==> src/rtl/reg_write_sequencer_if.sv <==
// Bundle between the instruction byte source, the sequencer and register_bank.
// "slave" is the sequencer's view; "master" is the byte source plus bank side.
interface reg_write_sequencer_if #(
    parameter int DATA_WIDTH = 8,
    parameter int SEL_WIDTH  = 3
);
    logic [7:0]            instr_data;
    logic                  instr_valid;
    logic                  instr_ready;
    logic [DATA_WIDTH-1:0] rb_data_in;
    logic [SEL_WIDTH-1:0]  rb_reg_sel;
    logic                  rb_en;
    logic [DATA_WIDTH-1:0] rb_data_out;
    logic                  busy;
    logic                  halted;
    logic                  illegal;

    modport slave (
        input  instr_data, instr_valid, rb_data_out,
        output instr_ready, rb_data_in, rb_reg_sel, rb_en, busy, halted, illegal
    );

    modport master (
        output instr_data, instr_valid, rb_data_out,
        input  instr_ready, rb_data_in, rb_reg_sel, rb_en, busy, halted, illegal
    );
endinterface

==> src/rtl/reg_write_sequencer.sv <==
// Decodes a byte stream of register-transfer instructions and drives register_bank.
// Define ARITH_OPS_EN to execute INC/DEC; otherwise those opcodes decode as illegal.
module reg_write_sequencer #(
    parameter int DATA_WIDTH = 8,
    parameter int SEL_WIDTH  = 3
) (
    input  logic                  clk,
    input  logic                  rst,
    reg_write_sequencer_if.slave  bus
);

`ifdef ARITH_OPS_EN
    localparam bit ARITH_EN = 1'b1;
`else
    localparam bit ARITH_EN = 1'b0;
`endif

    localparam logic [2:0] OP_NOP = 3'b000;
    localparam logic [2:0] OP_LDI = 3'b001;
    localparam logic [2:0] OP_MOV = 3'b010;
    localparam logic [2:0] OP_INC = 3'b011;
    localparam logic [2:0] OP_CLR = 3'b100;
    localparam logic [2:0] OP_DEC = 3'b101;
    localparam logic [2:0] OP_HLT = 3'b111;

    typedef enum logic [2:0] {
        S_FETCH,
        S_OPERAND,
        S_READ,
        S_WRITE,
        S_HALT
    } state_t;

    state_t                r_state, w_state_next;
    logic [2:0]            r_op, w_op_next;
    logic [SEL_WIDTH-1:0]  r_rd, w_rd_next;
    logic [SEL_WIDTH-1:0]  r_sel, w_sel_next;
    logic [DATA_WIDTH-1:0] r_din, w_din_next;
    logic                  r_en, w_en_next;
    logic                  r_halted, w_halted_next;
    logic                  r_illegal, w_illegal_next;

    logic                  w_ready;
    logic                  w_accept;
    logic [2:0]            w_opc;
    logic [SEL_WIDTH-1:0]  w_opc_rd;

    assign w_ready  = ((r_state == S_FETCH) || (r_state == S_OPERAND)) && !rst;
    assign w_accept = bus.instr_valid && w_ready;
    assign w_opc    = bus.instr_data[7:5];
    assign w_opc_rd = SEL_WIDTH'(bus.instr_data[4:2]);

    // Bank outputs are registered: each arm sets what the bank sees in the next state.
    always_comb begin
        w_state_next   = r_state;
        w_op_next      = r_op;
        w_rd_next      = r_rd;
        w_sel_next     = r_sel;
        w_din_next     = r_din;
        w_en_next      = 1'b0;
        w_halted_next  = r_halted;
        w_illegal_next = 1'b0;

        case (r_state)
            S_FETCH: begin
                if (w_accept) begin
                    w_op_next = w_opc;
                    w_rd_next = w_opc_rd;
                    case (w_opc)
                        OP_NOP: ;
                        OP_LDI, OP_MOV: w_state_next = S_OPERAND;
                        OP_INC, OP_DEC: begin
                            if (ARITH_EN) begin
                                w_state_next = S_READ;
                                w_sel_next   = w_opc_rd;
                            end else begin
                                w_illegal_next = 1'b1;
                            end
                        end
                        OP_CLR: begin
                            w_state_next = S_WRITE;
                            w_sel_next   = w_opc_rd;
                            w_din_next   = '0;
                            w_en_next    = 1'b1;
                        end
                        OP_HLT: begin
                            w_state_next  = S_HALT;
                            w_halted_next = 1'b1;
                        end
                        default: w_illegal_next = 1'b1;
                    endcase
                end
            end
            S_OPERAND: begin
                if (w_accept) begin
                    if (r_op == OP_MOV) begin
                        w_state_next = S_READ;
                        w_sel_next   = SEL_WIDTH'(bus.instr_data[2:0]);
                    end else begin
                        w_state_next = S_WRITE;
                        w_sel_next   = r_rd;
                        w_din_next   = DATA_WIDTH'(bus.instr_data);
                        w_en_next    = 1'b1;
                    end
                end
            end
            S_READ: begin
                // rb_reg_sel already points at the source, so data_out is valid now.
                w_state_next = S_WRITE;
                w_sel_next   = r_rd;
                w_en_next    = 1'b1;
                case (r_op)
                    OP_INC:  w_din_next = bus.rb_data_out + DATA_WIDTH'(1);
                    OP_DEC:  w_din_next = bus.rb_data_out - DATA_WIDTH'(1);
                    default: w_din_next = bus.rb_data_out;
                endcase
            end
            S_WRITE: w_state_next = S_FETCH;
            S_HALT:  w_halted_next = 1'b1;
            default: w_state_next = S_FETCH;
        endcase
    end

    always_ff @(posedge clk) begin
        if (rst) begin
            r_state   <= S_FETCH;
            r_op      <= OP_NOP;
            r_rd      <= '0;
            r_sel     <= '0;
            r_din     <= '0;
            r_en      <= 1'b0;
            r_halted  <= 1'b0;
            r_illegal <= 1'b0;
        end else begin
            r_state   <= w_state_next;
            r_op      <= w_op_next;
            r_rd      <= w_rd_next;
            r_sel     <= w_sel_next;
            r_din     <= w_din_next;
            r_en      <= w_en_next;
            r_halted  <= w_halted_next;
            r_illegal <= w_illegal_next;
        end
    end

    assign bus.instr_ready = w_ready;
    assign bus.busy        = (r_state == S_OPERAND) || (r_state == S_READ) || (r_state == S_WRITE);
    assign bus.rb_data_in  = r_din;
    assign bus.rb_reg_sel  = r_sel;
    assign bus.rb_en       = r_en;
    assign bus.halted      = r_halted;
    assign bus.illegal     = r_illegal;

endmodule

==> src/flat_wrapper.sv <==
// flat-port wrapper written by rule: the top's interface ports become plain ports
module reg_write_sequencer_flat 
#(
    parameter int DATA_WIDTH = 8,
    parameter int SEL_WIDTH  = 3
)
  (clk, rst, bus_instr_data, bus_instr_valid, bus_rb_data_out, bus_instr_ready, bus_rb_data_in, bus_rb_reg_sel, bus_rb_en, bus_busy, bus_halted, bus_illegal);
  reg_write_sequencer_if #(.DATA_WIDTH(DATA_WIDTH), .SEL_WIDTH(SEL_WIDTH)) bus_i ();
  input  logic clk;
  input  logic rst;
  input wire logic [$bits(bus_i.instr_data)-1:0] bus_instr_data;
  input wire logic [$bits(bus_i.instr_valid)-1:0] bus_instr_valid;
  input wire logic [$bits(bus_i.rb_data_out)-1:0] bus_rb_data_out;
  output wire logic [$bits(bus_i.instr_ready)-1:0] bus_instr_ready;
  output wire logic [$bits(bus_i.rb_data_in)-1:0] bus_rb_data_in;
  output wire logic [$bits(bus_i.rb_reg_sel)-1:0] bus_rb_reg_sel;
  output wire logic [$bits(bus_i.rb_en)-1:0] bus_rb_en;
  output wire logic [$bits(bus_i.busy)-1:0] bus_busy;
  output wire logic [$bits(bus_i.halted)-1:0] bus_halted;
  output wire logic [$bits(bus_i.illegal)-1:0] bus_illegal;
  assign bus_i.instr_data = bus_instr_data;
  assign bus_i.instr_valid = bus_instr_valid;
  assign bus_i.rb_data_out = bus_rb_data_out;
  assign bus_instr_ready = bus_i.instr_ready;
  assign bus_rb_data_in = bus_i.rb_data_in;
  assign bus_rb_reg_sel = bus_i.rb_reg_sel;
  assign bus_rb_en = bus_i.rb_en;
  assign bus_busy = bus_i.busy;
  assign bus_halted = bus_i.halted;
  assign bus_illegal = bus_i.illegal;
  reg_write_sequencer #(.DATA_WIDTH(DATA_WIDTH), .SEL_WIDTH(SEL_WIDTH)) u_core (.clk(clk), .rst(rst), .bus(bus_i));
endmodule
==> config.mk <==
export PLATFORM = sky130hd
export DESIGN_NAME = reg_write_sequencer_flat
export DESIGN_NICKNAME = d
export VERILOG_FILES = /design/src/rtl/reg_write_sequencer_if.sv /design/src/rtl/reg_write_sequencer.sv /design/src/flat_wrapper.sv
export SDC_FILE = /design/constraint.sdc
export NUM_CORES = 1
export LEC_CHECK = 0
export ABC_CLOCK_PERIOD_IN_PS = 3100
export CORE_MARGIN = 10
export CORE_UTILIZATION = 54
export DETAILED_ROUTE_END_ITERATION = 12
export PLACE_DENSITY_LB_ADDON = 0.1
export SLEW_MARGIN = 20
export SYNTH_ARGS = -nofsm -noshare
export SYNTH_HDL_FRONTEND = slang
export SYNTH_SLANG_ARGS = --single-unit
==> constraint.sdc <==
create_clock -name clk -period 3.1 [get_ports clk]
set_input_delay 0.465 -clock clk [delete_from_list [all_inputs] [get_ports clk]]
set_output_delay 0.465 -clock clk [all_outputs]
set_load 0.02 [all_outputs]
**Word level (Yosys, flattened, before mapping)**

Cells that the tools add are included.

- Input bits: 19
- Output and inout port bits: 16
- Register bits after elaboration: 23

- Add/subtract/negate cells: 2
- Multiplexer cells: 25
- Bitwise operators: 3
- Reductions and logical operators: 18
- Equality and inequality tests: 17

Operator list:

| kind | count |
|---|---|
| $mux 8 | 4 |
| $pmux 8 s3 | 1 |
| $mux 3 | 6 |
| $pmux 3 s3 | 2 |
| $pmux 8 s2 | 1 |
| $eq 3x2->1 const B | 5 |
| $eq 3x3->1 const B | 4 |
| $pmux 3 s4 | 1 |
| $add 8x1->8 const B | 1 |
| $mux 1 | 8 |
| $reduce_and 4->1 | 2 |
| $sub 8x1->8 const B | 1 |
| $eq 3x1->1 const B | 2 |
| $logic_not 3->1 | 2 |
| $ne 2x2->1 const B | 3 |
| $reduce_and 5->1 | 1 |
| $reduce_or 5->1 | 1 |
| $ne 2x1->1 const B | 2 |
| $ne 4x4->1 const B | 1 |
| $logic_or 1x1->1 | 3 |
| $not 1->1 | 3 |
| $pmux 1 s3 | 1 |
| $reduce_and 3->1 | 1 |
| $reduce_bool 3->1 | 1 |
| other kinds (7) | 8 |

**Logic depth before layout (Yosys ltp)**

- Word-level depth: 6
- Mapped depth: 8
- Depth with buffers taken out: 8

**Worst setup path before layout**

No wires, ideal clock.

- Path kind: reg-to-reg
- From: register u_core.r_op[1]
- To: register u_core.r_din[4], in the netlist u_core.bus.rb_data_in[4]
- Data arrival time: 1825 ps
- Cell stages (with the launch flop): 9
- Library setup time: 88 ps
- Path slack: 1187 ps
- Data required time: 3012 ps
- Path buffers: 0
- Cell sequence: dfxtp_1 > nand3b_1 > inv_1 > ha_1 > a21o_1 > o21ai_0 > nor3b_1 > o21ai_0 > a311oi_2

- Cells in the longest elaborated chain, start to end: 3
- Elaborated cells between the ends (all ways): 7
- Those cells by class: eq/ne (4); mux (2); reduce/logical (1)

RTL lines:

| element | line | RTL |
|---|---|---|
| from (decl) | reg_write_sequencer.sv:35 | `logic [2:0] r_op, w_op_next;` |
| from (signal assigned) | reg_write_sequencer.sv:136 | `r_op <= w_op_next;` |
| $eq 3x3->1, or another cell as far along | reg_write_sequencer.sv:112 | `case (r_op)` |
| $pmux 8 s2 or $ne 2x2->1 (tied branches) | n/a |  |
| $pmux 8 s3 or $reduce_and 5->1 (tied branches) | n/a |  |
| to (signal assigned) | reg_write_sequencer.sv:139 | `r_din <= w_din_next;` |
| to (decl) | reg_write_sequencer.sv:38 | `logic [DATA_WIDTH-1:0] r_din, w_din_next;` |

Several ways; a longest one is shown, not always the timed one.
A chain may end at the register's enable or synchronous reset.

**Worst setup path in the final report**

- From: register u_core.r_state[0]
- To: output bus_busy

- Cells in the longest elaborated chain, start to end: 3
- Elaborated cells between the ends (all ways): 5
- Those cells by class: eq/ne (3); reduce/logical (2)

RTL lines:

| element | line | RTL |
|---|---|---|
| from (decl) | reg_write_sequencer.sv:34 | `state_t r_state, w_state_next;` |
| from (signal assigned) | reg_write_sequencer.sv:135 | `r_state <= w_state_next;` |
| $eq 3x1->1 or $eq 3x2->1 (tied branches) | reg_write_sequencer.sv:147 | `assign bus.busy = (r_state == S_OPERAND) \|\| (r_state == S_READ) \|\| (r_state == S_WRITE);` |
| $logic_or 1x1->1 | reg_write_sequencer.sv:147 |  |
| $logic_or 1x1->1 (*) | reg_write_sequencer.sv:147 |  |
| to (decl) | flat_wrapper.sv:18 | `output wire logic [$bits(bus_i.busy)-1:0] bus_busy;` |

Mark *: on every way between the ends. The rest lies on a longest branch, timed or not.

==> summary.txt <==
Power Density -> 420 mW/mm2
Max FO, Critical Path -> 18
Fin. Hold Viols -> 0
Crit. End Element -> output port
Total clock buffers created by CTS -> 3
Setup violators final -> 0
Register area share after synthesis -> 0.298
Setup Buffers After CTS -> 0
CTS Buffer Depth -> 2
Synth top area share -> 0.298
LEAKAGE -> 0.691 nW
Hold Buf Count CTS -> 0
Detailed Place HPWL -> 3.07 mm
Area contributors post-synth -> dfxtp_1, a21oi_1, a311oi_2
CTS tree -> built
Fraction of registers with async set/reset -> 0
Clock Pin Slew Worst Setup and Hold Paths -> 130 ps
Drt drc -> 0
Clock Latency Late Sink -> 310 ps
Maxcap violations -> 0
Relative slew slack -> 0.617
Drt wl/cell -> 16.7 um
Critical-path top delay cell -> dfxtp_1
Hold WS -> 493 ps
Yosys reg bits -> 23
Via-per-instance ratio -> 6.22
Diode count -> 0
First-pass GRT wire length -> 6.59 mm
Setup TNS -> 0 ps
CP bufs+invs -> 1
Worst-Margin Slew -> 573 ps
Critical path launch point type -> flop
Unrepaired setup endpoints after global routing -> false
Die ar. -> 0.00540 mm2
Syn nets -> 203
Initial drt markers -> 155
Mapped Area -> 0.00155 mm2
Final WL -> 3.97 mm
Yosys top cell by area -> dfxtp_1
Syn Inst Count -> 177
Slowest stage delay, CP -> 710 ps
Final Skew -> 9.48 ps
EDFF count, synth -> 0
Vias in the first global route -> 1,415
Highest Clock Rate -> 418 MHz
Final Cycle Share -> 0.772
Crit Path Class -> reg -> out
Die width -> 73.5 um
Arrival time worst endpoint -> 1930 ps
YS warnings -> 0
Synthesis-to-finish area growth -> 22.8%
Num ports -> 35
Post-synth top flop -> dfxtp_1
Hold Crit Class -> reg -> reg
Fin crit period -> 2390 ps
Largest net degree at the start of global routing -> 23
Root Driver -> clkbuf_4
Dpl cell area -> 0.00187 mm2
Remaining global-route overflow -> 0
CP cell instances -> nor2_1, nor2_1, clkdlybuf4s50_1
Final #Nets -> 233
Initial antenna violation count -> 0
Required time worst endpoint -> 2630 ps
Syn avg cell area -> 8.73 um2
ANT nets after route -> 0
Clock tree sinks -> 23
Placeable Area -> 0.00276 mm2
Max-slew violations -> 0
Via count -> 1,473
Port Buf Inserts -> 34
Initial core utilization -> 0.560
Top cell by count, worst path -> nor2_1
Synth cell types -> 49
Drt pass-1 iters -> 4
H-tree depth -> 1
CP delay by family, top -> flip-flops
Post-Layout Inst Area -> 0.00190 mm2
Status -> finished clean
Max VDD drop -> 0.406 mV
Final RePlAce weighted congestion -> 0.791
PostCTS Resize Cnt -> 0
Layout cells sized above 1 -> 0.107
Tot GR Track Use -> 0.148
Num rows -> 19
Die height -> 73.5 um
-- cells by family (layout without fill, tap and decap cells) --
family / after synthesis / count (layout) / synth area share
compound gates: 66 / 66 / 0.321
xor+xnor: 6 / 6 / 0.0429
fa+ha+maj: 7 / 7 / 0.0615
buf+inv: 13 / 42 / 0.0518
flops: 23 / 23 / 0.298
mux: 2 / 2 / 0.0146
simple gates: 60 / 60 / 0.211
-- registers in the layout, indices dropped and copies added (netlist names) --
| register | count |
|---|---|
| u_core.bus.halted | 1 |
| u_core.r_op | 3 |
| u_core.r_rd | 3 |
| u_core.bus.rb_reg_sel | 3 |
| u_core.bus.illegal | 1 |
| u_core.r_state | 3 |
| u_core.bus.rb_data_in | 8 |
| u_core.bus.rb_en | 1 |
-- synthesized netlist by cell type, types with 2 or more instances --
library cell / count
a211oi_1: 3
a211oi_2: 3
a21o_1: 6
a21oi_1: 19
a222oi_1: 3
a22oi_1: 3
a311oi_2: 5
a32oi_1: 3
a41oi_1: 2
and2_1: 2
and3_1: 4
buf_2: 4
buf_6: 3
clkbuf_1: 3
dfxtp_1: 23
ha_1: 6
mux2_2: 2
nand2_1: 12
nand2b_1: 2
nand3_1: 5
nand4b_1: 2
nor2_1: 19
nor2b_1: 2
nor3_1: 2
nor3b_1: 2
o21ai_0: 11
xnor2_1: 3
xor2_1: 2
-- through the flow --
stage | setup WS, ps | util | instances | total power [mW]
3_3_place_gp | 703 | 0.678 | 233 | 0.657
6_report | 706 | 0.688 | 237 | 0.798
5_1_grt | 562 | 0.688 | 237 | 0.847
3_5_place_dp | 649 | 0.678 | 233 | 0.664
4_1_cts | 692 | 0.688 | 237 | 0.802
2_1_floorplan | 1190 | - | 177 | 0.560
-- area by class of cell --
class / count / area, um2
Clock inverter: 1 / 5.00
Inverter: 1 / 3.75
Multi-Input combinational cell: 141 / 1000
Timing Repair Buffer: 37 / 363
Clock buffer: 3 / 22.5
Fill cell: 255 / 860
Tap cell: 31 / 38.8
Sequential cell: 23 / 460
-- layer usage --
layer | share of wire | vias up | GRT usage
met5 | 0 | - | 0
met4 | 0.0088 | 0 | 0.0290
met3 | 0.084 | 4 | 0.0444
met2 | 0.47 | 55 | 0.243
met1 | 0.43 | 679 | 0.187
li1 | - | 735 | -
-- placed cells by master, fill, tap and decap left out, types with 4 or more instances in the layout --
master	instances
and3_1	4
clkdlybuf4s50_1	34
a21o_1	6
nand2_1	12
ha_1	6
dfxtp_1	23
a21oi_1	19
nand3_1	5
a311oi_2	5
nor2_1	19
o21ai_0	11
-- worst reg2reg max path: cells and delay by family, from the launching register on --
kind	cells	cell delay, ps
AOI/OAI and AO/OA	4	900
DFF	1	440
adders and majority gates	1	440
and+or+nand+nor	2	290
buffers and inverters	1	160
-- worst paths after layout --
| check | startpoint | end | slack, ps | depth (start not counted) |
|---|---|---|---|---|
| min | u_core.r_rd[1] | u_core.r_rd[1] | 490 | 2 |
| max reg2reg | u_core.r_op[1] | u_core.bus.rb_data_in[7] | 810 | 8 |
| min reg2reg | u_core.r_rd[1] | u_core.r_rd[1] | 490 | 2 |
| max | u_core.r_state[0] | bus_busy | 710 | 3 |
-- report_power, final --
group	internal, mW	switching [mW]	total (mW)
clock	0.0482	0.0926	0.141
sequential	0.326	0.0317	0.358
combinational	0.143	0.156	0.299
total	0.518	0.280	0.798
Power figures use the tool's default switching activity.
